### src/rtl/memory_arbiter.sv
`default_nettype none
// ============================================================================
// Module      : memory_arbiter
// Description : Shares one single-port Memory between an instruction-fetch
//               requester (read-only) and a data requester (read/write).
//               Memory signals are registered; read data (1-cycle latency)
//               is routed back to the requester that owns the access.
//               i_halt freezes all progress, since it also gates Memory's clock.
// Ports       : i_clk, i_reset        - clock, async active-high reset
//               i_halt                - freeze; acks/rvalids forced low
//               i_f_* / o_f_*         - fetch request / ack / read response
//               i_d_* / o_d_*         - data request / ack / read response
//               o_mem_* / i_mem_data  - Memory interface
//               o_busy                - arbiter not idle
// Options     : MEMORY_ARBITER_ROUND_ROBIN_EN - round-robin grant on
//               contention; default is fixed priority (data over fetch).
// Revision    : 1.0 - initial release
// ============================================================================
module memory_arbiter #(
    parameter int ADDR_W = 16,
    parameter int DATA_W = 16
) (
    input  logic              i_clk,
    input  logic              i_reset,
    input  logic              i_halt,
    input  logic              i_f_req,
    input  logic [ADDR_W-1:0] i_f_addr,
    output logic              o_f_ack,
    output logic              o_f_rvalid,
    output logic [DATA_W-1:0] o_f_rdata,
    input  logic              i_d_req,
    input  logic              i_d_we,
    input  logic [ADDR_W-1:0] i_d_addr,
    input  logic [DATA_W-1:0] i_d_wdata,
    output logic              o_d_ack,
    output logic              o_d_rvalid,
    output logic [DATA_W-1:0] o_d_rdata,
    output logic [ADDR_W-1:0] o_mem_address,
    output logic [DATA_W-1:0] o_mem_data,
    output logic              o_mem_re,
    output logic              o_mem_we,
    input  logic [DATA_W-1:0] i_mem_data,
    output logic              o_busy
);

    typedef enum logic [1:0] {
        S_IDLE  = 2'd0,
        S_ISSUE = 2'd1,
        S_RESP  = 2'd2
    } state_t;

    localparam logic c_OWN_F = 1'b0;
    localparam logic c_OWN_D = 1'b1;

    state_t            r_state;
    state_t            w_next_state;
    logic              r_owner;
    logic              w_next_owner;
    logic [ADDR_W-1:0] r_mem_address;
    logic [ADDR_W-1:0] w_next_address;
    logic [DATA_W-1:0] r_mem_data;
    logic [DATA_W-1:0] w_next_data;
    logic              r_mem_re;
    logic              w_next_re;
    logic              r_mem_we;
    logic              w_next_we;

    logic              w_cand_f;
    logic              w_cand_d;
    logic              w_grant;
    logic              w_sel_d;
    logic              w_prio_d;
    logic              w_load_we;
    logic              w_ack_edge;

    // An access completes on any non-halted edge spent in ISSUE.
    assign w_ack_edge = (r_state == S_ISSUE) && !i_halt;

`ifdef MEMORY_ARBITER_ROUND_ROBIN_EN
    // Last-granted pointer: on contention, favour whoever did not go last.
    logic r_last;

    always_ff @(posedge i_clk or posedge i_reset) begin
        if (i_reset) begin
            r_last <= c_OWN_F;
        end else if (w_ack_edge) begin
            r_last <= r_owner;
        end
    end

    assign w_prio_d = (r_last == c_OWN_F);
`else
    assign w_prio_d = 1'b1;
`endif

    // Candidate requesters for the next grant. After a write completes only
    // the other requester may be loaded: the owner's req still reflects the
    // request being acked on this very edge.
    always_comb begin
        w_cand_f = 1'b0;
        w_cand_d = 1'b0;
        case (r_state)
            S_IDLE, S_RESP: begin
                w_cand_f = i_f_req;
                w_cand_d = i_d_req;
            end
            S_ISSUE: begin
                if (r_mem_we) begin
                    w_cand_f = i_f_req && (r_owner == c_OWN_D);
                    w_cand_d = i_d_req && (r_owner == c_OWN_F);
                end
            end
            default: begin
                w_cand_f = 1'b0;
                w_cand_d = 1'b0;
            end
        endcase
    end

    assign w_grant   = w_cand_f || w_cand_d;
    assign w_sel_d   = w_cand_d && (!w_cand_f || w_prio_d);
    assign w_load_we = w_sel_d && i_d_we;

    // Next-state and next Memory-register values.
    always_comb begin
        w_next_state   = r_state;
        w_next_owner   = r_owner;
        w_next_address = r_mem_address;
        w_next_data    = r_mem_data;
        w_next_re      = r_mem_re;
        w_next_we      = r_mem_we;

        if (!i_halt) begin
            case (r_state)
                S_IDLE: begin
                    if (w_grant) begin
                        w_next_state = S_ISSUE;
                    end
                end
                S_ISSUE: begin
                    if (r_mem_we) begin
                        if (w_grant) begin
                            w_next_state = S_ISSUE;
                        end else begin
                            w_next_state = S_IDLE;
                            w_next_we    = 1'b0;
                            w_next_re    = 1'b0;
                        end
                    end else begin
                        w_next_state = S_RESP;
                        w_next_re    = 1'b0;
                    end
                end
                S_RESP: begin
                    if (w_grant) begin
                        w_next_state = S_ISSUE;
                    end else begin
                        w_next_state = S_IDLE;
                        w_next_re    = 1'b0;
                        w_next_we    = 1'b0;
                    end
                end
                default: begin
                    w_next_state = S_IDLE;
                    w_next_re    = 1'b0;
                    w_next_we    = 1'b0;
                end
            endcase

            // Every transition into ISSUE loads the selected winner.
            if (w_grant && (w_next_state == S_ISSUE)) begin
                w_next_owner   = w_sel_d ? c_OWN_D : c_OWN_F;
                w_next_address = w_sel_d ? i_d_addr : i_f_addr;
                w_next_data    = w_sel_d ? i_d_wdata : '0;
                w_next_we      = w_load_we;
                w_next_re      = !w_load_we;
            end
        end
    end

    always_ff @(posedge i_clk or posedge i_reset) begin
        if (i_reset) begin
            r_state       <= S_IDLE;
            r_owner       <= c_OWN_F;
            r_mem_address <= '0;
            r_mem_data    <= '0;
            r_mem_re      <= 1'b0;
            r_mem_we      <= 1'b0;
        end else begin
            r_state       <= w_next_state;
            r_owner       <= w_next_owner;
            r_mem_address <= w_next_address;
            r_mem_data    <= w_next_data;
            r_mem_re      <= w_next_re;
            r_mem_we      <= w_next_we;
        end
    end

    assign o_mem_address = r_mem_address;
    assign o_mem_data    = r_mem_data;
    assign o_mem_re      = r_mem_re;
    assign o_mem_we      = r_mem_we;

    assign o_f_ack    = w_ack_edge && (r_owner == c_OWN_F);
    assign o_d_ack    = w_ack_edge && (r_owner == c_OWN_D);
    assign o_f_rvalid = (r_state == S_RESP) && !i_halt && (r_owner == c_OWN_F);
    assign o_d_rvalid = (r_state == S_RESP) && !i_halt && (r_owner == c_OWN_D);

    // Only the owner of the response sees Memory data; the other reads 0.
    assign o_f_rdata = ((r_state == S_RESP) && (r_owner == c_OWN_F)) ? i_mem_data : '0;
    assign o_d_rdata = ((r_state == S_RESP) && (r_owner == c_OWN_D)) ? i_mem_data : '0;

    assign o_busy = (r_state != S_IDLE);

endmodule
`default_nettype wire

### config.mk
export PLATFORM = sky130hd
export DESIGN_NAME = memory_arbiter
export DESIGN_NICKNAME = d
export VERILOG_FILES = /design/src/rtl/memory_arbiter.sv
export SDC_FILE = /design/constraint.sdc
export NUM_CORES = 1
export LEC_CHECK = 0
export CAP_MARGIN = 25
export CORE_ASPECT_RATIO = 1.5
export CORE_MARGIN = 4
export CORE_UTILIZATION = 35
export DETAILED_ROUTE_END_ITERATION = 12
export PLACE_DENSITY = 0.88
export SLEW_MARGIN = 20
export SYNTH_ARGS = -nofsm -noshare
export SYNTH_HDL_FRONTEND = slang
export SYNTH_SLANG_ARGS = --single-unit
### constraint.sdc
create_clock -name i_clk -period 2.6 [get_ports i_clk]
set_clock_uncertainty 0.1 [all_clocks]
set_input_delay 0.52 -clock i_clk [delete_from_list [all_inputs] [get_ports i_clk]]
set_output_delay 0.52 -clock i_clk [all_outputs]
set_load 0.01 [all_outputs]
## Word level (Yosys, flattened, before mapping)

Index checks and enable logic that the tools add are counted.

- Register bits after elaboration: 37
- Input bits: 70
- Output and inout bits: 71
- Logic and storage cells: 57

- Eq/ne operators: 5
- Muxes and demuxes: 23
- Bitwise gates (word level): 2
- Reductions and logical operators: 21

Operators by type and width:

| kind | number |
|---|---|
| $mux 16 | 4 |
| $logic_and 1x1->1 | 12 |
| $mux 1 | 11 |
| $mux 2 | 3 |
| $pmux 1 s3 | 2 |
| $pmux 2 s3 | 1 |
| $eq 2x1->1 const B | 2 |
| $pmux 1 s2 | 2 |
| $reduce_and 2->1 | 2 |
| $ne 3x3->1 const B | 1 |
| $reduce_and 3->1 | 1 |
| $eq 2x2->1 const B | 1 |
| $logic_not 1->1 | 2 |
| $logic_not 2->1 | 1 |
| $ne 2x2->1 const B | 1 |
| $not 1->1 | 2 |
| $reduce_bool 2->1 | 1 |
| $reduce_or 2->1 | 1 |
| $logic_or 1x1->1 | 1 |

## Depth between registers and ports, before layout

- Depth after elaboration: 13
- Mapped depth: 9
- Gate-level depth less buffers: 6

## Least setup slack after synthesis

OpenSTA, ideal clock, no wires.

- Kind: register to register
- From: register r_state[0]
- To: register r_mem_address[0], in the netlist o_mem_address[0]
- Setup time: 125 ps
- Data arrival time: 1958 ps
- Required time: 2375 ps
- Setup slack: 417 ps
- Cell stages (with the launch flop): 9
- Path buffers: 2
- Period minus slack after synthesis: 2183 ps
- Cell sequence: dfrtp_1 > inv_1 > ha_1 > or2_1 > o211a_1 > buf_6 > buf_12 > mux2_4 > mux2_2

- Longest elaborated chain between the ends: 11
- Elaborated cells on any way between the ends: 16
- Classes of those cells: eq/ne: 3; mux: 8; reduce/logical: 5

RTL lines:

| what | line | text |
|---|---|---|
| start: declaration | 55 | `state_t r_state;` |
| start signal: assignment | 190 | `r_state <= w_next_state;` |
| $eq 2x2->1 / $logic_not 2->1 (equally long branches) | 102, 134 |  |
| $reduce_or 2->1 | 102 | `case (r_state)` |
| $pmux 1 s2 | 102 |  |
| $logic_or 1x1->1 | 120 | `assign w_grant = w_cand_f \|\| w_cand_d;` |
| $mux 1 | 142, 155 |  |
| $mux 2 | 141 | `if (r_mem_we) begin` |
| $pmux 2 s3 | 134 | `case (r_state)` |
| $mux 2 | 133 | `if (!i_halt) begin` |
| $eq 2x1->1 | 171 | `if (w_grant && (w_next_state == S_ISSUE)) begin` |
| $logic_and 1x1->1 | 171 |  |
| $reduce_and 2->1 (no source line) | - |  |
| end signal: assignment | 192 | `r_mem_address <= w_next_address;` |
| end: declaration | 59 | `logic [ADDR_W-1:0] r_mem_address;` |

Several ways; a longest one is shown, not always the timed one. The select of a mux whose other input is x is not followed.
A chain may end at the register's enable or synchronous reset.

## Worst setup path after layout

- From: register r_state[0]
- To: output port o_f_rdata[0]

- Longest elaborated chain between the ends: 3

RTL lines:

| what | line | text |
|---|---|---|
| $eq 2x2->1 | 210 | `assign o_f_rdata = ((r_state == S_RESP) && (r_owner == c_OWN_F)) ? i_mem_data : '0;` |
| $logic_and 1x1->1 | 210 |  |
| $mux 16 | 210 |  |
| end: declaration | 30 | `output logic [DATA_W-1:0] o_f_rdata,` |

Every way passes these cells.

==> metrics.md <==
| Metric | Value |
|---|---|
| Largest net degree at the start of global routing | 38 |
| Status | finished clean |
| CTS sink count | 37 |
| Post-Syn Nets | ~260 |
| # rows | 34 |
| Commonest non-fill, non-tap cell in the layout | clkdlybuf4s50_1 |
| Total congestion overflow | 0 |
| Vias in the first global route | just over 2000 |
| CTS tree | built |
| Die area | roughly 7300 um^2 |
| Cell area after layout | 3721 um^2 |
| Synth Instances | 183 |
| Post-DR wirelength/cell | 15.23 um |
| Setup violation total in the final timing report | 0 |
| Max-cap violations | 0 |
| Library cells used by synthesis | 34 |
| Flops & latches, synth | 37 |
| Setup slack, reg-to-reg | between 150 and 200 ps |
| VDD IR-drop max | between 0.5 and 0.6 mV |
| Ports | ~140 |
| Final Slew Violations | 0 |
| Crit-path max FO | 8 |
| Mean Syn Cell Area | 11.44 um^2 |
| Max clock buf depth | 2 |
| Via count | 2041 |
| Hold WC Path Type | register to register |
| Starting Density | between 30% and 40% |
| Area of the multi-input gates | about 1100 um^2 |
| Area leader, netlist | dfrtp_1 |
| Slowest-stage cell, CP | clkdlybuf4s50_1 |
| Root Buffer | clkbuf_8 |
| Cell Area, Synth | 2093 um^2 |
| Critical path's largest stage delay | 530 ps |
| Asr flop ratio synth | 100.0% |
| FILL cells | 466 |
| First-pass GRT wire length | roughly 9400 um |
| Total Wirelength | a little over 6000 um |
| Most frequent cells in the layout | clkdlybuf4s50_1, dfrtp_1, mux2_2, and3_1, and2_1 |
| Hold slack final | between 400 and 500 ps |
| Slew HR | between 30 and 40% |
| Ys flop type | dfrtp_1 |
| Kind of critical path | register to output port |
| WP data required | between 1500 and 2000 ps |
| Worst Path Arrival | around 1900 ps |
| Clock latency on the worst-skew pair | around 280 ps |
| Synth top area cells | dfrtp_1, mux2_2, mux2_4 |
| Placement Setup Slack | around 95 ps |
| Detailed placement HPWL | 4908 um |
| Die Span X | approximately 70 um |
| CTS buffer count | 5 |
| Cts hold-fix bufs | 0 |
| DR vias/cell | a little over 5 |
| Period minus WS final | 2532 ps |
| Area grow syn2layout | 77.76% |
| Die Y | 102.7 um |
| Reg clk slew, reported paths | 70 ps |
| Yosys warns | 0 |
| Setup TNS | 0 ps |
| Cell family with most CP delay | buffers and inverters |
| Seq/Total Area, Yosys | ~44% |
| Antenna diode count | 0 |
| Critical path, cell by cell | inv_1, ha_2, and2b_2, and2_1, clkdlybuf4s50_1 |
| DRT Pass-1 Iters | 5 |
| Synth top area share | approximately 44% |
| H-Tree Depth | 2 |
| Leakage | around 1.7 nW |
| Worst-Margin Slew | between 900 and 1000 ps |
| CP Launch Type | register |
| CP Buf/Inv Count | 2 |
| DR DRC count | 0 |
| Final setup margin | 68.05 ps |
| Post-synth EDFFs | 0 |
| Initial antenna violation count | 0 |
| Critical Path End Type | output port |
| Max Clk Rate | 0.3950 GHz |
| Tot GR Track Use | between 10% and 20% |
| Placer Congestion | around 0.82 |
| Area of placed instances | around 3600 um^2 |
| Layout Utilization | 64.32% |
| Final hold vios | 0 |
| Post-route ant nets | 0 |
| Final Cycle Share | approximately 97% |
| Fin nets | approximately 400 |
| 1st-iter DRT viols | 45 |
| PortBufs | 140 |
| Layout cells sized above 1 | between 15 and 20% |
| Register Area | a little over 900 um^2 |
| Core ar. | 5786 um^2 |
| Power density cells | approximately 920 nW/um^2 |
[cell usage after synthesis, drive strengths merged, types with 2 or more instances]
master / instances
a22o: 16
ha: 4
nor4: 2
dfrtp: 37
clkbuf: 7
nor2: 6
a31o: 2
nand2: 2
inv: 8
and3: 18
nand4: 2
and2: 17
a21o: 2
o22ai: 3
nand3: 2
a21oi: 2
mux2: 32
o21ai: 3
buf: 7
[report_power, final]
part | internal (mW) | leakage (nW) | total [mW] | switching (mW)
sequential | 0.835 | 0.460 | 0.988 | 0.153
combinational | 1.21 | 1.18 | 2.05 | 0.832
clock | 0.185 | 0.0439 | 0.381 | 0.197
total | 2.23 | 1.68 | 3.42 | 1.18
[final timing paths]
| kind | startpoint | to | cells past startpoint |
|---|---|---|---|
| max in group asynchronous | i_reset | o_mem_address[11]$_DFFE_PP0P_ | 3 |
| min in group asynchronous | i_reset | o_mem_address[2]$_DFFE_PP0P_ | 3 |
| hold reg to reg | o_mem_data[15]$_DFFE_PP0P_ | o_mem_data[15]$_DFFE_PP0P_ | 1 |
| setup reg to reg | r_state[0]$_DFFE_PP0N_ | o_mem_data[8]$_DFFE_PP0P_ | 7 |
| setup / recovery | r_state[0]$_DFFE_PP0N_ | o_f_rdata[0] | 5 |
| hold / removal | o_mem_data[15]$_DFFE_PP0P_ | o_mem_data[15]$_DFFE_PP0P_ | 1 |
[worst register-to-register path: cells and delay by family, from the launching register on]
kind | cells | cell delay, ps
compound gates | 2 | 450
fa+ha+maj | 1 | 220
buf+inv | 2 | 250
flops | 1 | 420
simple gates | 2 | 930
[area by class of cell]
| type | instances | share of cell area (%) |
|---|---|---|
| repair buffers | 151 | 40.85 |
| well taps | 72 | 2.421 |
| flip-flops and latches | 37 | 24.88 |
| clock inverters | 3 | 0.4707 |
| clock buffers | 5 | 1.849 |
| multi-input cells | 125 | 28.72 |
| inverters | 8 | 0.8070 |
[routing by layer]
| metal | up-vias | track usage, % | routed length, um |
|---|---|---|---|
| met5 | - | 0 | 0 |
| met4 | 0 | 5.065 | 96 |
| met2 | 118 | 30.03 | 3161 |
| met3 | 10 | 5.659 | 645 |
| li1 | 954 | - | - |
| met1 | 959 | 16.60 | 2205 |
[repair_timing]
item,in CTS,in global routing
setup endpoints to repair,17,36
setup buffers,0,1
gates resized for setup,2,6
gates cloned,0,1
[state kept, by name (all words and copies together) (netlist names)]
name	cells
o_mem_address	16
o_mem_data	16
r_state	2
o_mem_re	1
o_mem_we	1
r_owner	1
[cell families (layout without fill, tap and decap cells)]
group / after synthesis / count (layout) / share of synthesized area, %
buffers and inverters: 22 / 167 / 5.380
adder cells (fa/ha/maj): 4 / 4 / 2.391
AND/OR/NAND/NOR: 53 / 54 / 15.78
AO/OA/AOI/OAI: 35 / 35 / 13.21
multiplexers: 32 / 32 / 19.01
flip-flops: 37 / 37 / 44.23
[per-stage QoR]
step | total power [mW] | std cells
finish | 3.415 | 401
floorplan | 2.056 | 183
global route | 3.646 | 401
global placement | 2.978 | 391
detailed placement | 3.034 | 391
CTS | 3.438 | 399
No activity file was read; power rests on OpenSTA's default activity.
